[config.mk]
export PLATFORM = sky130hd
export DESIGN_NAME = memory_rd_stream
export DESIGN_NICKNAME = d
export VERILOG_FILES = /design/src/rtl/memory_rd_stream.sv
export SDC_FILE = /design/constraint.sdc
export NUM_CORES = 1
export LEC_CHECK = 0
export BUFFER_PORTS_ARGS = -buffer_cell sky130_fd_sc_hd__buf_2
export CORE_ASPECT_RATIO = 1.5
export CORE_MARGIN = 2
export CORE_UTILIZATION = 58
export DETAILED_ROUTE_END_ITERATION = 8
export PLACE_DENSITY = 0.85
export SLEW_MARGIN = 40
export SYNTH_ARGS = -nofsm -noshare
export SYNTH_HDL_FRONTEND = slang
export SYNTH_SLANG_ARGS = --single-unit
[constraint.sdc]
create_clock -name clk -period 5.2 [get_ports clk]
set_input_delay 0.78 -clock clk [delete_from_list [all_inputs] [get_ports clk]]
set_output_delay 0.78 -clock clk [all_outputs]
set_load 0.02 [all_outputs]
[src/rtl/memory_rd_stream.sv]
`default_nettype none
// ============================================================================
// Module  : memory_rd_stream
// Purpose : Block-read streaming engine from a 1-cycle-latency memory read
//           port into an access/wait stream with a 2-entry return buffer.
// Revision: 1.0
// ============================================================================
module memory_rd_stream #(
   parameter int AW = 14,
   parameter int DW = 32,
   parameter int LW = 16
) (
   input  logic          clk,
   input  logic          reset,
   input  logic          cmd_start,
   input  logic [AW-1:0] cmd_addr,
   input  logic [LW-1:0] cmd_count,
   output logic          busy,
   output logic          done,
   output logic          mem_rd_en,
   output logic [AW-1:0] mem_rd_addr,
   input  logic [DW-1:0] mem_rd_data,
   output logic          out_access,
   output logic [DW-1:0] out_data,
   input  logic          out_wait
);

   typedef enum logic [1:0] {
      S_IDLE  = 2'd0,
      S_READ  = 2'd1,
      S_DRAIN = 2'd2
   } state_t;

   state_t        state;
   state_t        state_nxt;
   logic [AW-1:0] addr;
   logic [LW-1:0] remaining;
   logic          inflight;
   logic [1:0]    occ;
   logic [DW-1:0] fifo [2];
   logic          rd_ptr;
   logic          wr_ptr;
   logic          done_r;
   logic          done_nxt;
   logic          pop;
   logic          issue;
   logic          accept;
   logic [2:0]    pending;

   assign out_access  = (occ != 2'd0);
   assign out_data    = fifo[rd_ptr];
   assign pop         = out_access & ~out_wait;
   assign busy        = (state != S_IDLE);
   assign done        = done_r;
   assign mem_rd_en   = issue;
   assign mem_rd_addr = addr;
   assign accept      = (state == S_IDLE) && cmd_start && (cmd_count != '0);

   // Words that will be held or arriving after this cycle, before any new issue
   assign pending = {1'b0, occ} + {2'b00, inflight} - {2'b00, pop};
   assign issue   = (state == S_READ) && (remaining != '0) && (pending < 3'd2);

   always_comb begin
      state_nxt = state;
      done_nxt  = 1'b0;
      case (state)
         S_IDLE: begin
            if (accept) begin
               state_nxt = S_READ;
            end else if (cmd_start) begin
               done_nxt = 1'b1;
            end
         end
         S_READ: begin
            if (issue && (remaining == LW'(1))) begin
               state_nxt = S_DRAIN;
            end
         end
         S_DRAIN: begin
            if (pending == 3'd0) begin
               state_nxt = S_IDLE;
               done_nxt  = 1'b1;
            end
         end
         default: state_nxt = S_IDLE;
      endcase
   end

   always_ff @(posedge clk or posedge reset) begin
      if (reset) begin
         state     <= S_IDLE;
         done_r    <= 1'b0;
         addr      <= '0;
         remaining <= '0;
         inflight  <= 1'b0;
      end else begin
         state    <= state_nxt;
         done_r   <= done_nxt;
         inflight <= issue;
         if (accept) begin
            addr      <= cmd_addr;
            remaining <= cmd_count;
         end else if (issue) begin
            addr      <= addr + AW'(1);
            remaining <= remaining - LW'(1);
         end
      end
   end

   // Return buffer: the word read last cycle lands at the tail
   always_ff @(posedge clk or posedge reset) begin
      if (reset) begin
         fifo[0] <= '0;
         fifo[1] <= '0;
         rd_ptr  <= 1'b0;
         wr_ptr  <= 1'b0;
         occ     <= 2'd0;
      end else begin
         if (inflight) begin
            fifo[wr_ptr] <= mem_rd_data;
            wr_ptr       <= ~wr_ptr;
         end
         if (pop) begin
            rd_ptr <= ~rd_ptr;
         end
         occ <= occ + {1'b0, inflight} - {1'b0, pop};
      end
   end

endmodule
`default_nettype wire

After elaboration in Yosys (flattened, before gate mapping)
Index checks and enable logic that the tools add are counted.
Storage, ports and cells
  input port bits: 66
  output and inout port bits: 50
  register bits: 102
Cells by class
  add/subtract/negate cells: 6
  equal/unequal tests: 6
  multiplexer cells: 18
  reductions and logical operators: 14
  order comparisons: 4
  bitwise logic cells: 6
Operators by type and width (count)
  $mux W32: 4
  $bwmux W64: 1
  $demux W32 S1: 1
  $mux W16: 2
  $reduce_bool A16 Y1: 2
  $mux W14: 2
  $eq A16 B1 Y1 const B: 1
  $sub A16 B1 Y16 const B: 1
  $add A14 B1 Y14 const B: 1
  $logic_and A1 B1 Y1: 6
  $mux W2: 3
  $pmux W2 S3: 1
  $reduce_bool A2 Y1: 3
  $ge A2 B2 Y1 const B: 2
  $ne A2 B2 Y1 const B: 2
  $not A1 Y2: 2
  $add A2 B1 Y3: 1
  $logic_not A3 Y1: 1
  $lt A3 B2 Y1 const B: 1
  $mux W1: 3
  $not A1 Y1: 3
  $reduce_and A3 Y1: 1
  $sub A3 B1 Y3: 1
  $add A2 B1 Y2: 1
  8 further kinds: 8

Longest topological paths before layout
  word-level depth: 8
  depth in mapped cells: 13
  gate-level depth less buffers: 12

Least setup slack after synthesis
OpenSTA, ideal clock, no wires.
  kind: input-to-output
  start: input port out_wait
  end: output port mem_rd_en
  arrival time: 2.699 ns
  required time: 4.420 ns
  cell stages on the path: 9
  path slack: 1.721 ns
  cells stage by stage: a21oi_1 ha_1 inv_1 ha_1 fa_1 nor3_2 nand2_2 inv_2 buf_6
Between the ends
  word-level cells in the longest chain between the ends: 5
RTL lines
  start, declared: RTL line 25  | input logic out_wait
  $not A1 Y1: RTL line 52  | assign pop = out_access & ~out_wait;
  $and A1 B1 Y1: RTL line 52
  $sub A3 B1 Y3: RTL line 60  | assign pending = {1'b0, occ} + {2'b00, inflight} - {2'b00, pop};
  via pending[1]: RTL line 48  | logic [2:0] pending;
  $lt A3 B2 Y1: RTL line 61  | assign issue = (state == S_READ) && (remaining != '0) && (pending < 3'd2);
  $logic_and A1 B1 Y1: RTL line 61
  end, declared: RTL line 20  | output logic mem_rd_en,
The timed path passes the listed nets, and every way through them passes these cells.

Final worst setup path
  start: input port out_wait
  end: output port mem_rd_en
Between the ends
  word-level cells in the longest chain between the ends: 5
RTL lines
  $not A1 Y1: RTL line 52
  $and A1 B1 Y1: RTL line 52
  via pop: RTL line 45  | logic pop;
  $sub A3 B1 Y3: RTL line 60
  via pending[1]: RTL line 48
  $lt A3 B2 Y1: RTL line 61
  $logic_and A1 B1 Y1: RTL line 61
The timed path passes the listed nets, and every way through them passes these cells.

==> metrics <==
status finished clean; first-pass GRT wire length 19.02 mm; syn_area_per_cell 11.98 sq um; clk_skew 0.006444 ns; Syn-to-layout area delta 19.72%; Sw Ratio 40.62%; total global routing overflow 0; CP Capture Type output port; Final Cell Area 6025 sq um; number of flops mapped to enable cells by yosys 0; port bufs 115; crit-path cells buf_2 -> a21oi_1 -> ha_1 -> inv_1 -> ha_1 -> fa_1 -> nor3_2 -> nand2_2 -> inv_2 -> buf_2; r2r setup slk 1.80 ns; Rel. slew slack 54.16%; Cell Int Power 0.002489 W; final setup fails 0; vias in the first global route 4072; Logic pwr share 48.9%; Clock Latency Late Sink 0.34 ns; r2r endpoint remaining[4]; Power per Cell Area 695.8 nW/um^2; Final ANT Viol Nets 0; Synth async-reset ratio 100.0%; Sequential Power Share 33.9%; fin. max-slew vios 0; Routed WL 11.44 mm; hold worst-path end wr_ptr; GP Congestion 0.9261; top-area cell type share of the netlist area 50.72%; layout cells sized above 1 46.54%; Seq/Total Area, Yosys 50.72%; Post-Syn Instances 420; Slew @ Worst Pin 0.6876 ns; VDD IR-drop max 500.1 uV; synth warn 0; Post-synth top flop dfrtp_1; final hold violation count 0; Rows 41; Synth cell types 53; clock root buffer clkbuf_16; Placeable Area 8413 sq um; hold_sp wr_ptr; ant diodes 0; Synth top cells by count 102 x dfrtp_1, 96 x mux2_2, 18 x nor2_1; Reg clk slew, reported paths 0.07 ns; number of max-cap violations 0; Die Span X 80.06 um; placed insts 626; Switching Power 0.001703 W; CP Class input port to output port; 1st-pass router iterations 4; crit path DAT 3.53 ns; mapped cell area 5032 sq um; max incr delay on CP 0.59 ns; top-count cell post-synth dfrtp_1; post-route setup TNS 0 ns; Die ar. 9453 sq um; CTS tree yes; Slowest-stage cell, CP nor3_2; reg2reg start occ[1]; cell taking the most area after synthesis dfrtp_1; post-DP HPWL 8.071 mm; Vias/cell 6.019; Tmin final 4.310 ns; Post-DP Area 5694 sq um; FMAX 232.0 MHz; initial core utilization 59.82%; Die Y 118.1 um; Syn Nets 493; unrepaired setup endpoints after global routing no; Critical Path RT 4.42 ns; Layout Cells excl Fill 642; main area contributors after synthesis dfrtp_1 51%, mux2_2 21%, a221o_1 1.8%; min-delay worst type flop to flop; H-tree depth 3; largest net degree at the start of global routing 58; nets 603; post_cts resized 0; TritonCTS Buffers 9; Pwr Total 0.004192 W; leakage power 2.679 nW; post-CTS setup buffers 0; reg2reg path depth 11; initial antenna violation count 0; via count 3864; DR iter-0 viols 184; Clk pwr share 17.2%; Ports 116; CTS max path bufs 2; Startpoint Class input port; total track usage 25.57%; hold depth 1; Worst Path Max Fanout 16; WL/cell 17.82 um; Yosys reg bits 102; period utilization 82.88%; Hold-fix buffers, CTS 0; Post-route DRC 0; Sink Count 102
[layer usage]
layer | GRT usage [%] | vias to the layer above | wire (um)
li1 | - | 1766 | -
met2 | 44.01 | 155 | 5989
met5 | 0 | - | 0
met1 | 29.77 | 1912 | 4394
met4 | 12.18 | 0 | 362
met3 | 5.215 | 31 | 692
[worst max-delay path: cells and delay by family]
family | cells | cell delay [ns]
adder cells (fa/ha/maj) | 3 | 0.94
AO/OA/AOI/OAI | 1 | 0.20
AND/OR/NAND/NOR | 2 | 0.91
buffers and inverters | 4 | 0.71
[flip-flops by register name (all words and copies together), names as in the netlist]
signal       count
fifo            64
remaining       16
state            2
mem_rd_addr     14
wr_ptr           1
done             1
occ              2
inflight         1
rd_ptr           1
[worst max-delay path by stage]
stage               startpoint         to  slack (ns)  cells after the start
detailed placement    out_wait  mem_rd_en        0.92                     10
CTS                   out_wait  mem_rd_en        0.91                     10
finish                out_wait  mem_rd_en        0.89                     10
global placement      out_wait  mem_rd_en        1.11                     10
global route            occ[1]  mem_rd_en        0.70                     10
floorplan             out_wait  mem_rd_en        1.72                      9
[power by group through the flow]
stage                     clock [W]  combinational (W)  sequential, W
after floorplan                   0            0.00153        0.00140
after global routing       0.000767            0.00222        0.00147
after global placement            0            0.00197        0.00139
after detailed placement          0            0.00204        0.00143
final                      0.000720            0.00205        0.00142
after CTS                  0.000736            0.00206        0.00142
[layout make-up]
cell class                      count  area [sq um]
Tap cell                          107         133.9
Fill cell                         625          2389
Clock buffer                        9         225.2
Sequential cell                   102          2552
Multi-Input combinational cell    282          2344
Inverter                           15         58.81
Clock inverter                      7         97.59
Timing Repair Buffer              120         613.1
[cell families after synthesis]
| group | Yosys count | share of synthesized area, % |
|---|---|---|
| fa+ha+maj | 7 | 1.890 |
| simple gates | 105 | 12.23 |
| flops | 102 | 50.72 |
| buf+inv | 36 | 2.984 |
| mux | 96 | 21.48 |
| compound gates | 61 | 8.429 |
| xor+xnor | 13 | 2.263 |
[stage by stage]
step / hold slack, ns / setup slack (ns) / util (%)
floorplan: 0.4477 / 1.721 / -
global placement: 0.4559 / 1.112 / 67.61
detailed placement: 0.4682 / 0.9180 / 67.68
CTS: 0.4880 / 0.9147 / 71.52
global route: 0.5131 / 0.6970 / 71.61
finish: 0.4845 / 0.8904 / 71.61
[placed cells by master (no fill, tap or decap), types with 2 or more instances in the layout]
master     count
o21ai_0       15
clkbuf_16      9
nand3_1        8
a21oi_1       15
nor3_2         2
mux2_2        96
xor2_1         4
nand3_2        2
and2_1         5
a31oi_1        5
ha_1           6
or3_1          4
nand2b_1       2
nor3b_1        4
nor4_1        11
bufinv_16      2
nor2_1        17
nand4_1        6
buf_4          5
clkinv_2       2
o221a_2        2
xnor2_1        9
dfrtp_1      102
buf_2        115
and4_1         5
a21o_1         3
inv_1         13
nor3_1        11
o22ai_1        2
nand2_1       17
a221o_1        9
(Power assumes the default switching activity.)
